--- config.mk ---
export PLATFORM = sky130hd
export DESIGN_NAME = escalonador_bo
export DESIGN_NICKNAME = d
export VERILOG_FILES = /design/src/rtl/bo_pkg.sv /design/src/rtl/arbitro_rr.sv /design/src/rtl/escalonador_bo.sv
export SDC_FILE = /design/constraint.sdc
export NUM_CORES = 1
export LEC_CHECK = 0
export CAP_MARGIN = 20
export CORE_ASPECT_RATIO = 0.9
export CORE_MARGIN = 1.5
export CORE_UTILIZATION = 40
export DETAILED_ROUTE_END_ITERATION = 8
export PLACE_DENSITY = 0.75
export SETUP_SLACK_MARGIN = 0.5
export SYNTH_ARGS = -nofsm -noshare
export SYNTH_HDL_FRONTEND = slang
export SYNTH_SLANG_ARGS = --single-unit
export TNS_END_PERCENT = 20
--- constraint.sdc ---
create_clock -name ck -period 1.7 [get_ports ck]
set_clock_uncertainty 0.2 [all_clocks]
set_input_delay 0.34 -clock ck [delete_from_list [all_inputs] [get_ports ck]]
set_output_delay 0.34 -clock ck [all_outputs]
set_load 0.02 [all_outputs]
--- src/rtl/bo_pkg.sv ---
// Shared definitions for the polynomial-datapath scheduler and its controle wiring.
package bo_pkg;

  typedef enum logic [1:0] {
    S_IDLE  = 2'd0,
    S_START = 2'd1,
    S_WAIT  = 2'd2,
    S_DONE  = 2'd3
  } state_t;

  localparam int W_BO       = 8;
  localparam int TIMEOUT_BO = 15;

endpackage

--- src/rtl/arbitro_rr.sv ---
// Combinational round-robin picker: first asserted request at or above ptr, wrapping.
module arbitro_rr
  import bo_pkg::*;
#(
  parameter int N_REQ = 2,
  parameter int PW    = (N_REQ > 1) ? $clog2(N_REQ) : 1
) (
  input  logic [N_REQ-1:0] req,
  input  logic [PW-1:0]    ptr,
  output logic [N_REQ-1:0] pick,
  output logic [PW-1:0]    pick_idx,
  output logic             any
);

  logic [PW-1:0] idx;

  always_comb begin
    pick_idx = '0;
    idx      = '0;
    any      = |req;
    // Scan from the farthest offset down so the closest-to-ptr request wins.
    for (int i = N_REQ - 1; i >= 0; i--) begin
      idx = PW'((int'(ptr) + i) % N_REQ);
      if (req[idx]) pick_idx = idx;
    end
    pick = any ? (N_REQ'(1) << pick_idx) : '0;
  end

endmodule

--- src/rtl/escalonador_bo.sv ---
// Round-robin scheduler sharing one polynomial datapath/controle pair between requesters.
//   state   | meaning
//   S_IDLE  | no operation; arbitrate pending requests
//   S_START | gnt and dp_inicio high for this single cycle
//   S_WAIT  | wait for dp_pronto, watchdog counting
//   S_DONE  | ack to owner with res_out/err valid
module escalonador_bo
  import bo_pkg::*;
#(
  parameter int N_REQ   = 2,
  parameter int W       = W_BO,
  parameter int TIMEOUT = TIMEOUT_BO
) (
  input  logic               ck,
  input  logic               rst,
  input  logic [N_REQ-1:0]   req,
  input  logic [N_REQ*W-1:0] x_req,
  output logic [N_REQ-1:0]   gnt,
  output logic [N_REQ-1:0]   ack,
  output logic [W-1:0]       res_out,
  output logic               err,
  output logic               busy,
  output logic               dp_inicio,
  output logic [W-1:0]       dp_x,
  input  logic               dp_pronto,
  input  logic [W-1:0]       dp_res
);

  localparam int PW = (N_REQ > 1) ? $clog2(N_REQ) : 1;
  localparam int CW = $clog2(TIMEOUT);

  state_t             state_q;
  logic [PW-1:0]      ptr_q, ptr_d, owner_q;
  logic [CW-1:0]      cnt_q;
  logic [W-1:0]       x_q, res_q, x_pick;
  logic [N_REQ-1:0]   gnt_q, ack_q, pick;
  logic               err_q, busy_q, inicio_q, any;
  logic [PW-1:0]      pick_idx;

  arbitro_rr #(.N_REQ(N_REQ), .PW(PW)) u_arb (
    .req      (req),
    .ptr      (ptr_q),
    .pick     (pick),
    .pick_idx (pick_idx),
    .any      (any)
  );

  always_comb begin
    x_pick = '0;
    for (int i = 0; i < N_REQ; i++) begin
      if (pick_idx == PW'(i)) x_pick = x_req[i*W +: W];
    end
  end

  assign ptr_d = (int'(owner_q) == N_REQ - 1) ? '0 : owner_q + PW'(1);

  always_ff @(posedge ck or negedge rst) begin
    if (!rst) begin
      state_q  <= S_IDLE;
      ptr_q    <= '0;
      owner_q  <= '0;
      cnt_q    <= '0;
      x_q      <= '0;
      res_q    <= '0;
      gnt_q    <= '0;
      ack_q    <= '0;
      err_q    <= 1'b0;
      busy_q   <= 1'b0;
      inicio_q <= 1'b0;
    end else begin
      case (state_q)
        S_IDLE: begin
          if (any) begin
            x_q      <= x_pick;
            owner_q  <= pick_idx;
            gnt_q    <= pick;
            inicio_q <= 1'b1;
            busy_q   <= 1'b1;
            state_q  <= S_START;
          end
        end
        S_START: begin
          gnt_q    <= '0;
          inicio_q <= 1'b0;
          cnt_q    <= '0;
          state_q  <= S_WAIT;
        end
        S_WAIT: begin
          // Completion takes precedence over the watchdog on the last cycle.
          if (dp_pronto) begin
            res_q   <= dp_res;
            err_q   <= 1'b0;
            ack_q   <= N_REQ'(1) << owner_q;
            state_q <= S_DONE;
          end else if (cnt_q == CW'(TIMEOUT - 1)) begin
            res_q   <= '0;
            err_q   <= 1'b1;
            ack_q   <= N_REQ'(1) << owner_q;
            state_q <= S_DONE;
          end else begin
            cnt_q <= cnt_q + CW'(1);
          end
        end
        S_DONE: begin
          ack_q   <= '0;
          err_q   <= 1'b0;
          busy_q  <= 1'b0;
          ptr_q   <= ptr_d;
          state_q <= S_IDLE;
        end
        default: state_q <= S_IDLE;
      endcase
    end
  end

  assign gnt       = gnt_q;
  assign ack       = ack_q;
  assign res_out   = res_q;
  assign err       = err_q;
  assign busy      = busy_q;
  assign dp_inicio = inicio_q;
  assign dp_x      = x_q;

endmodule

; Yosys cells after proc, flatten, opt, wreduce, memory -nomap -nowiden
; Index checks and enable logic that the tools add are counted.
[word_totals]
ff_bits = 31
inputBits = 29
out_inout_bits = 23
wordCells = 68
[classes]
n_addsub = 3
order_cmp = 2
eq_ne = 8
n_shift = 2
mux = 28
n_reduce_logical = 14
[op_table]
columns = cell, count
row1 = 8-bit two-way mux, 3
row2 = 2-bit two-way mux, 6
row3 = 2-bit AND reduction, 6
row4 = 1-bit two-way mux, 10
row5 = 2-bit nonzero test, 5
row6 = 4-bit two-way mux, 2
row7 = 2-bit case mux with 2 select lines, 2
row8 = 2-bit case mux with 4 select lines, 1
row9 = 4-bit case mux with 2 select lines, 1
row10 = "2-bit inequality test, second input constant", 3
row11 = 1-bit case mux with 2 select lines, 3
row12 = "4-bit by 1-bit adder with 4-bit output, second input constant", 1
row13 = "2-bit equality test, second input constant", 2
row14 = "4-bit equality test, second input constant", 1
row15 = "1-bit by 2-bit < comparator with 1-bit output, second input constant", 2
row16 = "1-bit by 1-bit left shift with 2-bit output, first input constant", 2
row17 = "3-bit inequality test, second input constant", 1
row18 = 3-bit AND reduction, 1
row19 = "1-bit adder, second input constant", 2
row20 = "2-bit by 1-bit equality test with 1-bit output, second input constant", 1
row21 = 2-bit zero test, 1
row22 = 2-bit OR reduction, 1

; Depth between registers and ports, before layout
; Gate-level depths: netlist of the first run.
[depth]
word_depth = 8
mapped_depth = 7
mapped_depth_nobuf = 5

; Cells and area by module
; Synthesis of the first run repeated with hierarchy kept, for this count alone.
[hier_totals]
hier_cells = 140
area_unflattened_um2 = 1495.2
[modules_own_cells]
columns = mod, instances, cells_each, area_each_um2, seq_area_each_um2
row1 = escalonador_bo, 1, 135, 1462.7, 775.7
row2 = arbitro_rr, 1, 5, 32.5, 0.0

; Worst setup path after synthesis of the first run
; Ideal clock, no wire load.
[synth_timing]
path_kind = flip-flop to flip-flop
startpoint = register state_q[0]
endpoint = register state_q[1]
setup_ns = 0.125
arrival_time_ns = 1.356
required_time_ns = 1.375
path_slack_ns = 0.020
stages_incl_launch_ff = 6
n_path_buf = 0
synth_period_minus_slack_ns = 1.680
cell_sequence = dfrtp_1 -> inv_1 -> ha_1 -> nor3b_2 -> a21oi_1 -> mux2_2
[synth_between]
elab_chain_len = 3
elab_cells_between_ends = 8
classes_between = 5 x eq/ne / 1 x mux / 2 x reduce/logical
[synth_rtl]
columns = item, line_no
row1 = from (decl), escalonador_bo.sv:32  ; state_t state_q;
row2 = from (signal assigned), escalonador_bo.sv:59  ; state_q <= S_IDLE;
row3 = from (signal assigned), escalonador_bo.sv:79  ; state_q <= S_START;
row4 = from (signal assigned), escalonador_bo.sv:86  ; state_q <= S_WAIT;
row5 = 2-bit equality test / 2-bit zero test (equally long branches), escalonador_bo.sv:71  ; case (state_q)
row6 = 3-bit inequality test (no line) / 2-bit inequality test (equally long branches), -
row7 = 2-bit AND reduction (no line), -
; Several ways; a longest one is shown, not always the timed one.
; A chain may end at the register's enable or synchronous reset.

; Final worst setup path of the first run
[layout_timing]
startpoint = register state_q[1]
endpoint = register state_q[1]
; Same word-level chain as after synthesis.

==> results.toml, run 1 <==
[run_status]
status = "finished, final reports clean"

[critical_path]
endpoint = "state_q[1]$_DFFE_PN0P_"
cp_cell_sequence = "inv_2 > ha_4 > nor3b_4 > a21oi_4 > mux2_4"
r2r_start = "state_q[1]$_DFFE_PN0P_"
critPathKind = "reg2reg"
critPathMaxFanout = 4
r2r_end = "state_q[1]$_DFFE_PN0P_"
arrival_ns = 1.61
worstSetupStartpoint = "state_q[1]$_DFFE_PN0P_"
worst_path_max_delay_cell = "dfrtp_2"
setup.worst_path.end_class = "flip-flop"
reg2reg_depth = 5
setup.worst_path.start_class = "flip-flop"
crit_required_ns = 1.66
r2r_slack_ns = 0.05
max_stage_delay_ns = 0.45

[yosys]
synth_area_um2 = 1499
muxShareOfSynthArea_pct = 1.419
ys_seq_area_share_pct = 51.75
synth_fp_nets = 183
synth_fa_ha_area_share_pct = 5.843
synth_top_family_by_area = "compound AO/OA/AOI/OAI gates"
ys_warn_count = 0
synth_xor_xnor_area_share_pct = 0
synth_compound_area_share_pct = 21.04
yosys.area_share.simple_pct = 16.03
synth_area_per_cell_um2 = 10.20
yosysUniqueCellTypes = 31
netlist_instances = 147
synth-seq-cells = 31

[floorplanning]
ioPinCount = 52
num_rows = 20
die_h_um = 61.08
die-area_um2 = 4124
die_x_um = 67.53
start_util_pct = 43.09
coreArea_um2 = 3478

[global_route]
grt_max_degree = 32
grt-ovfl-total = 0
grt_pass1_wl_um = 6568
antenna_found_initial = 0
grt_pass1_vias = 1397
grt.total_usage_pct = 21.85

[finish]
diodes = 0
syn_to_final_growth_pct = 67.86
multi_input_area_um2 = 782.0
drive_above_1_share_pct = 31.03
nNetsFinal = 268
final_util_pct = 72.34
ff_latch_area_um2 = 777.0
fillerInstances = 248

[routing]
wl_um = 4536
avgViaCountPerCell = 5.413
drc = 0
routedWlPerCell_um = 16.43
dr.pass1.iters = 4
postRouteAntennaNets = 0
vias = 1494
drtIter0Drc = 71

[timing]
period_share_pct = 96.77
maxSlewHeadroom_pct = 77.11
rsz0062_at_grt = "true"
hold_viol = 0
final_max_slew_viol_count = 0
max_freq_ghz = 0.6079
fin_setup_tns_ns = 0
worst-slew-pin-transition_ns = 0.3428
finalCriticalPeriod_ns = 1.645
setup_violations = 0
finalWorstSetupSlack_ns = 0.05493

[power_and_ir_drop]
internal_power_uw = 2615
p_clk_share_pct = 13.4
switching_share_pct = 39.18
ir_drop_uv = 798.4
total_power_uw = 4300
seq_power_share_pct = 30.2
p_sw_uw = 1684
leakagePower_uw = 0.001162
power_density_nw_per_um2 = 1709
pwr-share-comb_pct = 56.4

[cts]
numCtsBuffers = 5
cts_tree = "done"
clock_path_buffers = 2
worstSkewPairLatency_ns = 0.28
cts.sinks = 31
clkTransAtPathRegs_ns = 0.06
cts_root_buffer = "clkbuf_8"
htree_levels = 2

[hold_path]
hp-class = "in2async"

[job]
cap_violations = 0

[placement]
io_buffers = 51
dp_hpwl_um = 3002
dpl_worst_slack_ns = -0.1940
gp_congestion = 0.8258
routing by layer:
metal,up-vias,track usage [%],routed length (µm)
met3,7,6.216,229
met1,743,27.67,1878
met2,40,36.83,2368
met5,-,0,0
li1,704,-,-
met4,0,6.414,60
through the flow:
stage	cells	area (µm²)	hold slack (ns)
after floorplan	147	1574	-0.1556
after global placement	249	2206	0.2657
after detailed placement	249	2206	0.2868
after CTS	269	2420	0.2227
after global routing	276	2516	0.2179
final	276	2516	0.2188
synthesized netlist by cell type:
| master | number | area, µm² |
|---|---|---|
| ha_1 | 7 | 87.58 |
| mux2_2 | 1 | 11.26 |
| nand2_1 | 6 | 22.52 |
| and4b_1 | 1 | 10.01 |
| and2_1 | 1 | 6.260 |
| or4b_1 | 1 | 10.01 |
| o21a_1 | 1 | 7.510 |
| or2_2 | 1 | 6.260 |
| a211oi_1 | 1 | 7.510 |
| clkbuf_1 | 2 | 7.510 |
| o311ai_0 | 1 | 8.760 |
| o311ai_2 | 1 | 16.27 |
| a22o_1 | 9 | 78.83 |
| nand3_2 | 1 | 10.01 |
| nor2b_1 | 4 | 25.02 |
| nand3_1 | 13 | 65.06 |
| o22ai_1 | 1 | 6.260 |
| a41oi_1 | 1 | 8.760 |
| dfrtp_1 | 31 | 775.7 |
| nand2b_1 | 2 | 12.51 |
| inv_1 | 7 | 26.28 |
| a21oi_1 | 7 | 35.03 |
| a32o_1 | 1 | 10.01 |
| o32a_1 | 1 | 10.01 |
| nor3b_2 | 1 | 12.51 |
| a31oi_1 | 10 | 62.56 |
| nor2_1 | 16 | 60.06 |
| mux2i_1 | 1 | 10.01 |
| o2bb2ai_1 | 1 | 8.760 |
| buf_2 | 5 | 25.02 |
| o21ai_0 | 11 | 55.05 |
how the worst min path moves through the flow:
stage / endpoint / slack [ns] / depth (start not counted)
global route: res_out[4]$_DFFE_PN0P_ / 0.22 / 2
detailed placement: ptr_q$_DFFE_PN0P_ / 0.29 / 1
global placement: ptr_q$_DFFE_PN0P_ / 0.27 / 1
CTS: dp_x[1]$_DFFE_PN0P_ / 0.22 / 2
finish: cnt_q[1]$_DFFE_PN0P_ / 0.22 / 2
floorplan: ack[0]$_DFFE_PN0P_ / -0.16 / 0
power by group through the flow:
stage          clock, µW  sequential [µW]  combinational [µW]
2_1_floorplan          0             1570                 926
3_3_place_gp           0             1270                2020
3_5_place_dp           0             1300                2080
4_1_cts              585             1290                2250
5_1_grt              631             1330                2640
6_report             576             1300                2430
logic make-up after synthesis:
| kind of cell | Yosys count |
|---|---|
| muxes | 2 |
| AOI/OAI and AO/OA | 46 |
| and+or+nand+nor | 47 |
| buffers and inverters | 14 |
| DFF | 31 |
| adders and majority gates | 7 |
cell usage in the layout (no fill, tap or decap), types with 4 or more instances in the layout:
cell and instances:
buf_6 13, o21ai_0 9, nand2_1 6, a22o_1 9, a31oi_1 9, dfrtp_1 30
nand3_1 13, a21oi_1 6, inv_1 4, dlygate4sd2_1 15, clkbuf_8 6, clkdlybuf4s50_1 25
nor2_1 14, buf_4 28
layout make-up:
type                       instances  share of cell area (%)
clock buffer                       6                   3.282
clock inverter                     1                  0.1989
inverter                           7                   1.044
multi-input combinational        102                   31.08
sequential                        31                   30.88
tap                               44                   2.188
timing repair buffer              85                   31.33
timing repair:
action                                 in CTS  in global routing
hold buffers                                0                  0
gates cloned                                0                  1
setup endpoints to repair                  54                 54
buffers inserted                           13                  6
pin swaps                                   3                  3
endpoints found under the hold margin       0                  0
resized for setup                          76                 15
state kept, by name, summed over array words and instances, names as in the netlist:
name	cells
ptr_q	1
dp_x	8
state_q	2
busy	1
cnt_q	4
owner_q	1
ack	2
res_out	8
dp_inicio	1
gnt	2
err	1
worst max-delay path, delay by kind of cell (launching register included):
family          cells  cell delay [ns]
mux                 1             0.31
fa+ha+maj           1             0.15
compound gates      1             0.06
simple gates        1             0.26
buf+inv             1             0.10
flops               1             0.45
No activity file was read; power rests on OpenSTA's default activity.
==> inputs of run 2 (changes only) <==
--- a/config.mk
+++ b/config.mk
@@ -5,7 +5,6 @@
 export SDC_FILE = /design/constraint.sdc
 export NUM_CORES = 1
 export LEC_CHECK = 0
-export CAP_MARGIN = 20
 export CORE_ASPECT_RATIO = 0.9
 export CORE_MARGIN = 1.5
 export CORE_UTILIZATION = 40
==> results of run 2 <==
The final DEF is identical to that of run 1; final timing and power are the same.
